$ cat src/rtl/yuv_stream_packer_pkg.sv
// Shared ISP definitions: bus width, byte-valid encodings and the packed word
// format carried through the output FIFO.
package isp_pkg;

  localparam int YUV_BUS_BYTES = 8;

  localparam logic [7:0] BV_NONE = 8'h00;
  localparam logic [7:0] BV_1PPC = 8'h03;
  localparam logic [7:0] BV_2PPC = 8'h0F;
  localparam logic [7:0] BV_4PPC = 8'hFF;

  typedef struct packed {
    logic [YUV_BUS_BYTES*8-1:0] data;
    logic [YUV_BUS_BYTES-1:0]   keep;
    logic                       last;
  } yuv_word_t;

endpackage

$ cat src/rtl/yuv_stream_packer_if.sv
// Valid/ready output stream of the packer: one 64-bit word per beat.
interface yuv_stream_packer_if;
  import isp_pkg::*;

  logic [YUV_BUS_BYTES*8-1:0] tdata;
  logic [YUV_BUS_BYTES-1:0]   tkeep;
  logic                       tlast;
  logic                       tvalid;
  logic                       tready;

  modport master (output tdata, output tkeep, output tlast, output tvalid, input tready);
  modport slave  (input tdata, input tkeep, input tlast, input tvalid, output tready);

endinterface

$ cat src/rtl/yuv_stream_packer_fifo.sv
// Synchronous show-ahead FIFO of packed words; the head entry is visible
// combinationally and the occupancy count drives the upstream stall.
module yuv_sync_fifo
  import isp_pkg::*;
#(
  parameter int DEPTH = 4,
  localparam int AW = $clog2(DEPTH)
) (
  input  logic      pixel_clk_i,
  input  logic      reset_n_i,
  input  logic      i_push,
  input  yuv_word_t i_pushWord,
  input  logic      i_pop,
  output yuv_word_t o_headWord,
  output logic [AW:0] o_count
);

  localparam logic [AW:0] COUNT_ONE = 1;

  yuv_word_t     r_mem [DEPTH];
  logic [AW-1:0] r_wrPtr;
  logic [AW-1:0] r_rdPtr;
  logic [AW:0]   r_count;

  always_ff @(posedge pixel_clk_i) begin
    if (i_push) r_mem[r_wrPtr] <= i_pushWord;
  end

  always_ff @(posedge pixel_clk_i or negedge reset_n_i) begin
    if (!reset_n_i) begin
      r_wrPtr <= '0;
      r_rdPtr <= '0;
      r_count <= '0;
    end else begin
      if (i_push) r_wrPtr <= r_wrPtr + AW'(1);
      if (i_pop)  r_rdPtr <= r_rdPtr + AW'(1);
      case ({i_push, i_pop})
        2'b10:   r_count <= r_count + COUNT_ONE;
        2'b01:   r_count <= r_count - COUNT_ONE;
        default: r_count <= r_count;
      endcase
    end
  end

  assign o_headWord = r_mem[r_rdPtr];
  assign o_count    = r_count;

endmodule

$ cat src/rtl/yuv_stream_packer.sv
// Packs 2/4/8-byte YUYV beats into full 64-bit words with end-of-line flush,
// buffers them in a small FIFO and stalls the upstream pipeline when nearly full.
module yuv_stream_packer
  import isp_pkg::*;
#(
  parameter int FIFO_DEPTH = 4
) (
  input  logic                       pixel_clk_i,
  input  logic                       reset_n_i,
  input  logic                       line_valid_i,
  input  logic [YUV_BUS_BYTES*8-1:0] yuv_data_i,
  input  logic [YUV_BUS_BYTES-1:0]   yuv_byte_valid_i,
  output logic                       stream_stall_o,
  output logic                       err_o,
  yuv_stream_packer_if.master        m_axis
);

  localparam int CW = $clog2(FIFO_DEPTH) + 1;
  localparam logic [CW-1:0] STALL_LEVEL = CW'(FIFO_DEPTH - 1);

  logic [63:0] r_accData;
  logic [3:0]  r_fill;
  logic [63:0] r_pendData;
  logic        r_pendValid;
  logic        r_lineValidQ;
  logic        r_err;

  logic [3:0]  w_beatBytes;
  logic        w_bvLegal;
  logic [63:0] w_byteMask;
  logic [4:0]  w_newFill;
  logic        w_overflow;
  logic        w_accept;
  logic        w_beatOk;
  logic        w_beatErr;
  logic        w_lineEnd;
  logic [63:0] w_merged;
  logic [7:0]  w_partialKeep;
  logic        w_push;
  yuv_word_t   w_pushWord;
  logic        w_pop;
  yuv_word_t   w_head;
  logic [CW-1:0] w_count;
  logic        w_tvalid;

  always_comb begin
    w_beatBytes = 4'd0;
    w_bvLegal   = 1'b1;
    case (yuv_byte_valid_i)
      BV_NONE: w_beatBytes = 4'd0;
      BV_1PPC: w_beatBytes = 4'd2;
      BV_2PPC: w_beatBytes = 4'd4;
      BV_4PPC: w_beatBytes = 4'd8;
      default: w_bvLegal   = 1'b0;
    endcase
  end

  always_comb begin
    w_byteMask = '0;
    for (int i = 0; i < YUV_BUS_BYTES; i++) begin
      w_byteMask[8*i +: 8] = {8{yuv_byte_valid_i[i]}};
    end
  end

  always_comb begin
    case (r_fill)
      4'd2:    w_partialKeep = 8'h03;
      4'd4:    w_partialKeep = 8'h0F;
      4'd6:    w_partialKeep = 8'h3F;
      default: w_partialKeep = 8'h00;
    endcase
  end

  assign w_accept   = line_valid_i && !stream_stall_o;
  assign w_newFill  = {1'b0, r_fill} + {1'b0, w_beatBytes};
  assign w_overflow = w_newFill > 5'd8;
  assign w_beatOk   = w_accept && w_bvLegal && !w_overflow && (w_beatBytes != 4'd0);
  assign w_beatErr  = w_accept && (!w_bvLegal || w_overflow);
  assign w_lineEnd  = r_lineValidQ && !line_valid_i && !stream_stall_o;
  assign w_merged   = r_accData | ((yuv_data_i & w_byteMask) << {r_fill, 3'b000});

  // Pending and a non-zero fill never meet at a line end, so one push per cycle suffices.
  always_comb begin
    w_push     = 1'b0;
    w_pushWord = '0;
    if (w_beatOk && r_pendValid) begin
      w_push     = 1'b1;
      w_pushWord = '{data: r_pendData, keep: 8'hFF, last: 1'b0};
    end else if (w_lineEnd && r_pendValid) begin
      w_push     = 1'b1;
      w_pushWord = '{data: r_pendData, keep: 8'hFF, last: 1'b1};
    end else if (w_lineEnd && (r_fill != 4'd0)) begin
      w_push     = 1'b1;
      w_pushWord = '{data: r_accData, keep: w_partialKeep, last: 1'b1};
    end
  end

  always_ff @(posedge pixel_clk_i or negedge reset_n_i) begin
    if (!reset_n_i) begin
      r_accData    <= '0;
      r_fill       <= '0;
      r_pendData   <= '0;
      r_pendValid  <= 1'b0;
      r_lineValidQ <= 1'b0;
      r_err        <= 1'b0;
    end else begin
      if (w_beatErr) r_err <= 1'b1;
      if (!stream_stall_o) r_lineValidQ <= line_valid_i;
      if (w_beatOk) begin
        if (w_newFill == 5'd8) begin
          r_pendData  <= w_merged;
          r_pendValid <= 1'b1;
          r_accData   <= '0;
          r_fill      <= '0;
        end else begin
          r_accData   <= w_merged;
          r_fill      <= w_newFill[3:0];
          r_pendValid <= 1'b0;
        end
      end else if (w_lineEnd) begin
        r_pendValid <= 1'b0;
        r_accData   <= '0;
        r_fill      <= '0;
      end
    end
  end

  yuv_sync_fifo #(.DEPTH(FIFO_DEPTH)) u_fifo (
    .pixel_clk_i (pixel_clk_i),
    .reset_n_i   (reset_n_i),
    .i_push      (w_push),
    .i_pushWord  (w_pushWord),
    .i_pop       (w_pop),
    .o_headWord  (w_head),
    .o_count     (w_count)
  );

  assign w_tvalid       = w_count != '0;
  assign w_pop          = w_tvalid && m_axis.tready;
  assign stream_stall_o = w_count >= STALL_LEVEL;
  assign err_o          = r_err;

  // Head is gated so the stream reads all-zero while the FIFO is empty.
  assign m_axis.tvalid = w_tvalid;
  assign m_axis.tdata  = w_tvalid ? w_head.data : '0;
  assign m_axis.tkeep  = w_tvalid ? w_head.keep : '0;
  assign m_axis.tlast  = w_tvalid ? w_head.last : 1'b0;

endmodule
$ cat src/flat_wrapper.sv
// flat-port wrapper written by rule: the top's interface ports become plain ports
module yuv_stream_packer_flat import isp_pkg::*;
#(
  parameter int FIFO_DEPTH = 4
)
  (pixel_clk_i, reset_n_i, line_valid_i, yuv_data_i, yuv_byte_valid_i, stream_stall_o, err_o, m_axis_tdata, m_axis_tkeep, m_axis_tlast, m_axis_tvalid, m_axis_tready);
  yuv_stream_packer_if m_axis_i ();
  input  logic pixel_clk_i;
  input  logic reset_n_i;
  input  logic line_valid_i;
  input  logic [YUV_BUS_BYTES*8-1:0] yuv_data_i;
  input  logic [YUV_BUS_BYTES-1:0] yuv_byte_valid_i;
  output logic stream_stall_o;
  output logic err_o;
  output wire logic [$bits(m_axis_i.tdata)-1:0] m_axis_tdata;
  output wire logic [$bits(m_axis_i.tkeep)-1:0] m_axis_tkeep;
  output wire logic [$bits(m_axis_i.tlast)-1:0] m_axis_tlast;
  output wire logic [$bits(m_axis_i.tvalid)-1:0] m_axis_tvalid;
  input wire logic [$bits(m_axis_i.tready)-1:0] m_axis_tready;
  assign m_axis_tdata = m_axis_i.tdata;
  assign m_axis_tkeep = m_axis_i.tkeep;
  assign m_axis_tlast = m_axis_i.tlast;
  assign m_axis_tvalid = m_axis_i.tvalid;
  assign m_axis_i.tready = m_axis_tready;
  yuv_stream_packer #(.FIFO_DEPTH(FIFO_DEPTH)) u_core (.pixel_clk_i(pixel_clk_i), .reset_n_i(reset_n_i), .line_valid_i(line_valid_i), .yuv_data_i(yuv_data_i), .yuv_byte_valid_i(yuv_byte_valid_i), .stream_stall_o(stream_stall_o), .err_o(err_o), .m_axis(m_axis_i));
endmodule
$ cat config.mk
export PLATFORM = sky130hd
export DESIGN_NAME = yuv_stream_packer_flat
export DESIGN_NICKNAME = d
export VERILOG_FILES = /design/src/rtl/yuv_stream_packer_pkg.sv /design/src/rtl/yuv_stream_packer_if.sv /design/src/rtl/yuv_stream_packer_fifo.sv /design/src/rtl/yuv_stream_packer.sv /design/src/flat_wrapper.sv
export SDC_FILE = /design/constraint.sdc
export NUM_CORES = 1
export LEC_CHECK = 0
export BUFFER_PORTS_ARGS = -buffer_cell sky130_fd_sc_hd__buf_4
export CORE_MARGIN = 2
export CORE_UTILIZATION = 50
export CTS_CLUSTER_SIZE = 14
export DETAILED_ROUTE_END_ITERATION = 8
export GPL_TIMING_DRIVEN = 1
export PLACE_DENSITY_LB_ADDON = 0.12
export REMOVE_ABC_BUFFERS = 1
export SLEW_MARGIN = 20
export SYNTH_ARGS = -nofsm -noshare
export SYNTH_HDL_FRONTEND = slang
export SYNTH_HIERARCHICAL = 1
export SYNTH_SLANG_ARGS = --single-unit
$ cat constraint.sdc
create_clock -name pixel_clk_i -period 5.8 [get_ports pixel_clk_i]
set_input_delay 1.74 -clock pixel_clk_i [delete_from_list [all_inputs] [get_ports pixel_clk_i]]
set_output_delay 1.74 -clock pixel_clk_i [all_outputs]
set_load 0.05 [all_outputs]
==> results.tsv, run 1 <==
metric	value	unit
clk_lat worst skew	0.56	ns
vias in the first global route	12400	
RSZ-0062 raised after global routing	false	
CP max FO	7	
Post-CTS Setup Inserts	0	
minimum clock period	4.94	ns
Post-DP HPWL	31300	um
Fmax achieved	0.203	GHz
grt ovf	0	
setup TNS	0	ns
Peak supply drop	0.000282	V
syn avg cell area	14.7	um^2
ys flop type	edfxtp_1	
# fillers	2978	
Initial Util	51.0	%
ANT nets after route	0	
Required @ worst endpoint	6.29	ns
First DRT Iteration DRCs	1170	
CTS tree	yes	
GRT Resource Usage Total	24.7	%
IO Pins	152	
Wirelength per Cell	24.6	um
vias	12300	
Pwr Total	8.56	mW
CTS max path bufs	3	
port bufs	151	
largest net degree at the start of global routing	111	
clk root buf	clkbuf_16	
initial antenna violation count	0	
vias per std cell	6.18	
outcome	finished clean	
CTS resizes	0	
Post-Route WL	49000	um
Hold Vio Cnt, Final	0	
worst hold path type	reg -> reg	
Syn Inst Count	1309	
fin. max-slew vios	0	
Netlist cell types	52	
max-cap violation count	0	
placed cells	1907	
Worst EP arrival	5.42	ns
CP Class	in -> reg	
hold buffers post-CTS	0	
final std cells w/o fill	1987	
final setup vio count	0	
width of the die	200	um
first-pass GRT wire length	75900	um
Nets	1528	
met1 usage	35.9	%
setup ws final	0.863	ns
crit end category	register	
Clk pin slew, worst setup/hold paths	0.06	ns
Ant. Diodes	0	
Synth async-reset ratio	32.6	%
area of the die	40100	um^2
register area share after synthesis	63.9	%
GR Layer Usage met2	38.4	%
area delta synth->final	16.8	%
clk_skew	0.0108	ns
Std-Cell Rows	71	
share of cells above drive strength 1	26.2	%
Reg2Reg Depth	13	
CTS Buf Count	44	
Pwr per Cell Area	381	nW/um^2
Synth Cell Area	19300	um^2
Core Area	37800	um^2
# clock sinks	433	
Routability Congestion	0.881	
DP Worst Slack	0.311	ns
Worst-Margin Slew	0.979	ns
Pre-Repair DR Iteration Count	5	
EDFF count, synth	292	
Tcrit/Tclk final	85.1	%
CP startpoint kind	input port	
number of remaining DRC errors	0	
FF+latch count, synth	433	
GR peak layer	met2	
worst hold stages	2	
DIE HEIGHT	200	um
Slew headroom	34.8	%
Ys Warns	6	
Max H-tree Level	2	
met3 Resource Use GR	4.39	%
P_leak	8.08	nW
synthesized netlist by cell type (all sizes together) (2+ instances only):
library cell	number	share of area (%)
o21bai	16	0.62
nor2	63	1.2
mux2	32	1.9
or4	2	0.078
a22o	80	3.6
inv	26	0.51
a41oi	16	0.73
nand3	40	1.0
dfrtp	141	18
nand2	62	1.2
nand3b	22	0.86
o21ai	25	0.65
a32o	11	0.57
o22ai	2	0.065
edfxtp	292	46
buf	38	1.3
or3	3	0.12
and2	80	2.6
nor2b	5	0.16
mux2i	32	1.7
o31ai	20	0.78
xor2	6	0.27
mux4	73	8.5
ha	8	0.52
nor3	17	0.44
o41a	16	0.94
xnor2	3	0.14
clkbuf	69	1.3
nand4	2	0.065
fa	2	0.21
or2	3	0.097
a21oi	40	1.0
a31oi	17	0.55
a41o	16	0.83
a221o	16	0.83
per-layer routing:
metal  vias up  part of all wire, %
met5         -                    0
met4         0                  2.5
met3        79                  7.0
met2       493                   47
met1      6313                   44
li1       5386                    -
through the flow:
step	util, %	instance area, um^2	hold slack (ns)
floorplan	-	18700	0.438
finish	59.5	22500	0.486
global placement	55.9	21100	0.456
detailed placement	55.9	21100	0.469
CTS	59.5	22500	0.484
global route	59.5	22500	0.511
state kept, by name, indices dropped and copies added, names as in the netlist:
| name | count |
|---|---|
| u_core/u_fifo/o_count | 3 |
| u_core/r_pendData | 64 |
| u_core/u_fifo/r_mem | 292 |
| u_core/err_o | 1 |
| u_core/u_fifo/r_rdPtr | 2 |
| u_core/r_lineValidQ | 1 |
| u_core/r_accData | 64 |
| u_core/r_fill | 3 |
| u_core/u_fifo/r_wrPtr | 2 |
| u_core/r_pendValid | 1 |
cell families (layout without fill, tap and decap cells):
kind of cell,count (synthesis),in the layout,share of synthesized area [%]
multiplexers,137,137,12.1
AND/OR/NAND/NOR,303,303,8.07
flip-flops,433,433,63.9
buffers and inverters,133,300,3.13
adder cells (fa/ha/maj),10,10,0.728
XOR/XNOR,9,9,0.409
AO/OA/AOI/OAI,284,284,11.7
worst paths after layout:
check,slack (ns),to,startpoint
setup / recovery,0.86,u_core/u_fifo/o_count[2]$_DFFE_PN0P_,yuv_byte_valid_i[7]
hold / removal,0.49,u_core/r_lineValidQ$_DFFE_PN0N_,u_core/r_lineValidQ$_DFFE_PN0N_
setup reg to reg,2.42,u_core/u_fifo/o_count[2]$_DFFE_PN0P_,u_core/r_fill[2]$_DFFE_PN0P_
hold reg to reg,0.49,u_core/r_lineValidQ$_DFFE_PN0N_,u_core/r_lineValidQ$_DFFE_PN0N_
max in group asynchronous,3.50,u_core/r_pendData[13]$_DFFE_PN0P_,reset_n_i
min in group asynchronous,1.24,u_core/u_fifo/r_rdPtr[0]$_DFFE_PN0P_,reset_n_i
layout make-up:
cell class                 instances  area [um^2]  area share (%)
multi-input combinational        743         6430            28.6
tap                              511          639            2.84
timing repair buffer             194         1640            7.29
inverter                          26         97.6           0.434
clock buffer                      60         1220            5.44
sequential                       433        12300            54.7
clock inverter                    20          148           0.657
layout by cell type (no fill, tap or decap), drive strengths merged, types with 17 or more instances in the layout:
cell type,n
nor3,17
edfxtp,292
mux2,32
buf,193
o31ai,20
nand2,62
o21ai,25
a31oi,17
a21oi,40
clkbuf,61
mux4,73
a22o,80
dfrtp,141
inv,26
nor2,63
nand3b,22
mux2i,32
nand3,40
and2,80
power breakdown:
part / total, mW / internal, mW / switching [mW]
registers: 3.43 / 3.31 / 0.118
logic: 2.41 / 0.839 / 1.57
clock network: 2.72 / 1.56 / 1.16
total: 8.56 / 5.71 / 2.85
critical path: stages:
cell and delay [ns]:
buf_4 0.14, or4_1 0.58, nor4_1 0.37, ha_1 0.26
inv_1 0.07, fa_1 0.46, xnor2_2 0.22, nand2_1 0.15
a31oi_2 0.23, a21oi_1 0.10, inv_1 0.08, ha_1 0.18
inv_1 0.06, fa_1 0.37, xor2_1 0.17, nor2_1 0.11
xor2_1 0.15
(Power assumes the default switching activity.)
==> run 2, diff against run 1 <==
--- a/config.mk
+++ b/config.mk
@@ -5,6 +5,7 @@
 export SDC_FILE = /design/constraint.sdc
 export NUM_CORES = 1
 export LEC_CHECK = 0
+export ABC_AREA = 1
 export BUFFER_PORTS_ARGS = -buffer_cell sky130_fd_sc_hd__buf_4
 export CORE_MARGIN = 2
 export CORE_UTILIZATION = 50
==> constraint.sdc (replaced) <==
create_clock -name pixel_clk_i -period 6.4 [get_ports pixel_clk_i]
set_input_delay 1.92 -clock pixel_clk_i [delete_from_list [all_inputs] [get_ports pixel_clk_i]]
set_output_delay 1.92 -clock pixel_clk_i [all_outputs]
set_load 0.05 [all_outputs]
==> results.tsv, run 2 <==
metric	value	unit	change
CTS resizes	0		unchanged
EDFF count, synth	292		unchanged
Post-Route WL	57900	um	+18%
CTS Buf Count	46		+4.5%
CP Class	in -> reg		
Finished Cell Area	24600	um^2	+9.4%
cell with the most instances after synthesis	nand2_1		
port bufs	151		unchanged
width of the die	213	um	+6.6%
area of the die	45500	um^2	+14%
worst hold path type	reg -> reg		
Std-Cell Rows	76		+7.0%
Initial Util	50.8	%	-0.24 points
commonest non-fill, non-tap cell in the layout	nand2_1		
Ant. Diodes	0		unchanged
fin. max-slew vios	0		unchanged
initial antenna violation count	0		unchanged
reg2reg setup slack	3.05	ns	+0.63 ns
Reg2Reg Depth	12		-1
IO Pins	152		unchanged
vias	16900		+38%
crit end category	register		
Worst-Margin Slew	1.12	ns	+0.136 ns
Nets	2647		+73%
Worst EP arrival	5.44	ns	+0.02 ns
max-cap violation count	0		unchanged
clk_lat worst skew	0.58	ns	+0.02 ns
worst hold stages	2		unchanged
clk root buf	clkbuf_16		
Netlist cell types	32		-38%
GR peak layer	met2		
Hold Vio Cnt, Final	0		unchanged
leading cell types in the layout, fill and taps excluded	nand2_1 (858), inv_1 (361), edfxtp_1 (292)		
first-pass GRT wire length	90200	um	+19%
Slew headroom	25.7	%	-9.1 points
Pwr per Cell Area	383	nW/um^2	+0.49%
met1 usage	35.8	%	-0.069 points
Max H-tree Level	2		unchanged
vias in the first global route	15900		+29%
Clk pin slew, worst setup/hold paths	0.06	ns	about the same
CP max FO	34		+27
Ys Warns	6		unchanged
Synth Cell Area	21900	um^2	+14%
RSZ-0062 raised after global routing	false		
Syn Inst Count	2489		+90%
Post-DP HPWL	35700	um	+14%
area of placed instances	23100	um^2	+9.5%
First DRT Iteration DRCs	1355		+16%
CP startpoint kind	input port		
Pre-Repair DR Iteration Count	5		unchanged
GR Layer Usage met2	41.5	%	+3.1 points
ys flop type	edfxtp_1		
FF+latch count, synth	433		unchanged
grt ovf	0		unchanged
Tcrit/Tclk final	77.1	%	
hold_ws	0.491	ns	+0.00502 ns
Fmax achieved	0.203	GHz	
clk_skew	0.0146	ns	+0.00384 ns
Synth top cells by count	nand2_1 (859), inv_1 (368), edfxtp_1 (292), o211ai_1 (161), nor2_1 (152)		
ANT nets after route	0		unchanged
Yosys top cell by area	edfxtp_1		
area delta synth->final	12.2	%	
Routability Congestion	0.931		+5.6%
max reg flops	292		unchanged
largest net degree at the start of global routing	105		-5.4%
syn avg cell area	8.80	um^2	-40%
CTS max path bufs	3		unchanged
final setup vio count	0		unchanged
register area share after synthesis	56.1	%	-7.8 points
Top reg by flops	u_core/u_fifo/r_mem		
hold buffers post-CTS	0		unchanged
P_leak	11.7	nW	+44%
synth top area cells	edfxtp_1 (40%), dfrtp_1 (16%), nand2_1 (15%)		
met3 Resource Use GR	3.73	%	-0.66 points
Synth async-reset ratio	32.6	%	unchanged
number of remaining DRC errors	0		unchanged
Largest regs	u_core/u_fifo/r_mem x292, u_core/r_accData x64, u_core/r_pendData x64		
top cell type's share of synthesized area	40.0	%	-5.5 points
minimum clock period	4.93	ns	
Peak supply drop	0.000423	V	+50%
Post-CTS Setup Inserts	0		unchanged
DIE HEIGHT	213	um	+6.6%
Core Area	43200	um^2	+14%
GRT Resource Usage Total	25.9	%	+1.2 points
CTS tree	yes		
vias per std cell	5.31		-14%
Wirelength per Cell	18.2	um	-26%
Required @ worst endpoint	6.91	ns	+0.62 ns
# clock sinks	433		unchanged
share of cells above drive strength 1	11.0	%	-15 points
outcome	finished clean		
## run 2: stage by stage
| stage | setup TNS (ns) | worst slack [ns] | power [mW] | std cells | utilization [%] |
|---|---|---|---|---|---|
| finish | 0 | 1.47 | 9.41 | 3184 | 57.0 |
| global route | 0 | 1.22 | 9.90 | 3184 | 57.0 |
| CTS | 0 | 1.43 | 9.50 | 3184 | 57.0 |
| detailed placement | 0 | 0.946 | 6.90 | 3098 | 53.5 |
| global placement | 0 | 1.03 | 6.88 | 3098 | 53.5 |
| floorplan | -600.58 | -1.70 | 5.84 | 2329 | - |
## run 2: logic make-up after synthesis
| group | after synthesis | synth area share (%) |
|---|---|---|
| and+or+nand+nor | 1189 | 22.0 |
| buffers and inverters | 536 | 10.9 |
| DFF | 433 | 56.1 |
| AOI/OAI and AO/OA | 317 | 10.2 |
| adders and majority gates | 10 | 0.640 |
| xor gates and xnor gates | 4 | 0.160 |
## run 2: worst max-delay path, stage by stage
cell     delay, ns
buf_4         0.18
inv_2         0.05
nand2_1       0.05
nor2_2        0.15
nand2_1       0.10
inv_1         0.07
ha_1          0.15
inv_1         0.06
fa_1          0.52
inv_1         0.06
nor2_1        0.08
nand3_1       0.12
nand2_1       0.21
nand3_4       0.37
inv_2         0.69
buf_4         0.42
nand2_1       0.10
nand2_1       0.08
## run 2: area by class of cell
class,instances,area (um^2)
sequential,433,12300
clock inverter,20,95.1
inverter,376,1410
tap,585,732
clock buffer,66,1380
fill,3932,18600
timing repair buffer,184,1410
multi-input combinational,1520,7260
## run 2: report_power, final
group          leakage [nW]  switching (mW)  total, mW  internal [mW]
clock                 0.728            1.09       2.59           1.50
combinational          6.07            2.64       3.68           1.04
sequential             4.88           0.132       3.15           3.01
## run 2: routing by layer
metal	up-vias	wire (um)
met5	-	0
met4	0	2060
met3	94	3510
met2	552	26900
met1	8083	25500
li1	8185	-
## run 2: worst paths after layout
kind / end / from
min in group asynchronous: u_core/r_pendData[25]$_DFFE_PN0P_ / reset_n_i
setup / recovery: u_core/r_accData[47]$_DFFE_PN0P_ / yuv_byte_valid_i[6]
hold / removal: u_core/err_o$_DFFE_PN0P_ / u_core/err_o$_DFFE_PN0P_
hold reg to reg: u_core/err_o$_DFFE_PN0P_ / u_core/err_o$_DFFE_PN0P_
setup reg to reg: u_core/r_accData[47]$_DFFE_PN0P_ / u_core/r_fill[1]$_DFFE_PN0P_
max in group asynchronous: u_core/r_pendData[19]$_DFFE_PN0P_ / reset_n_i
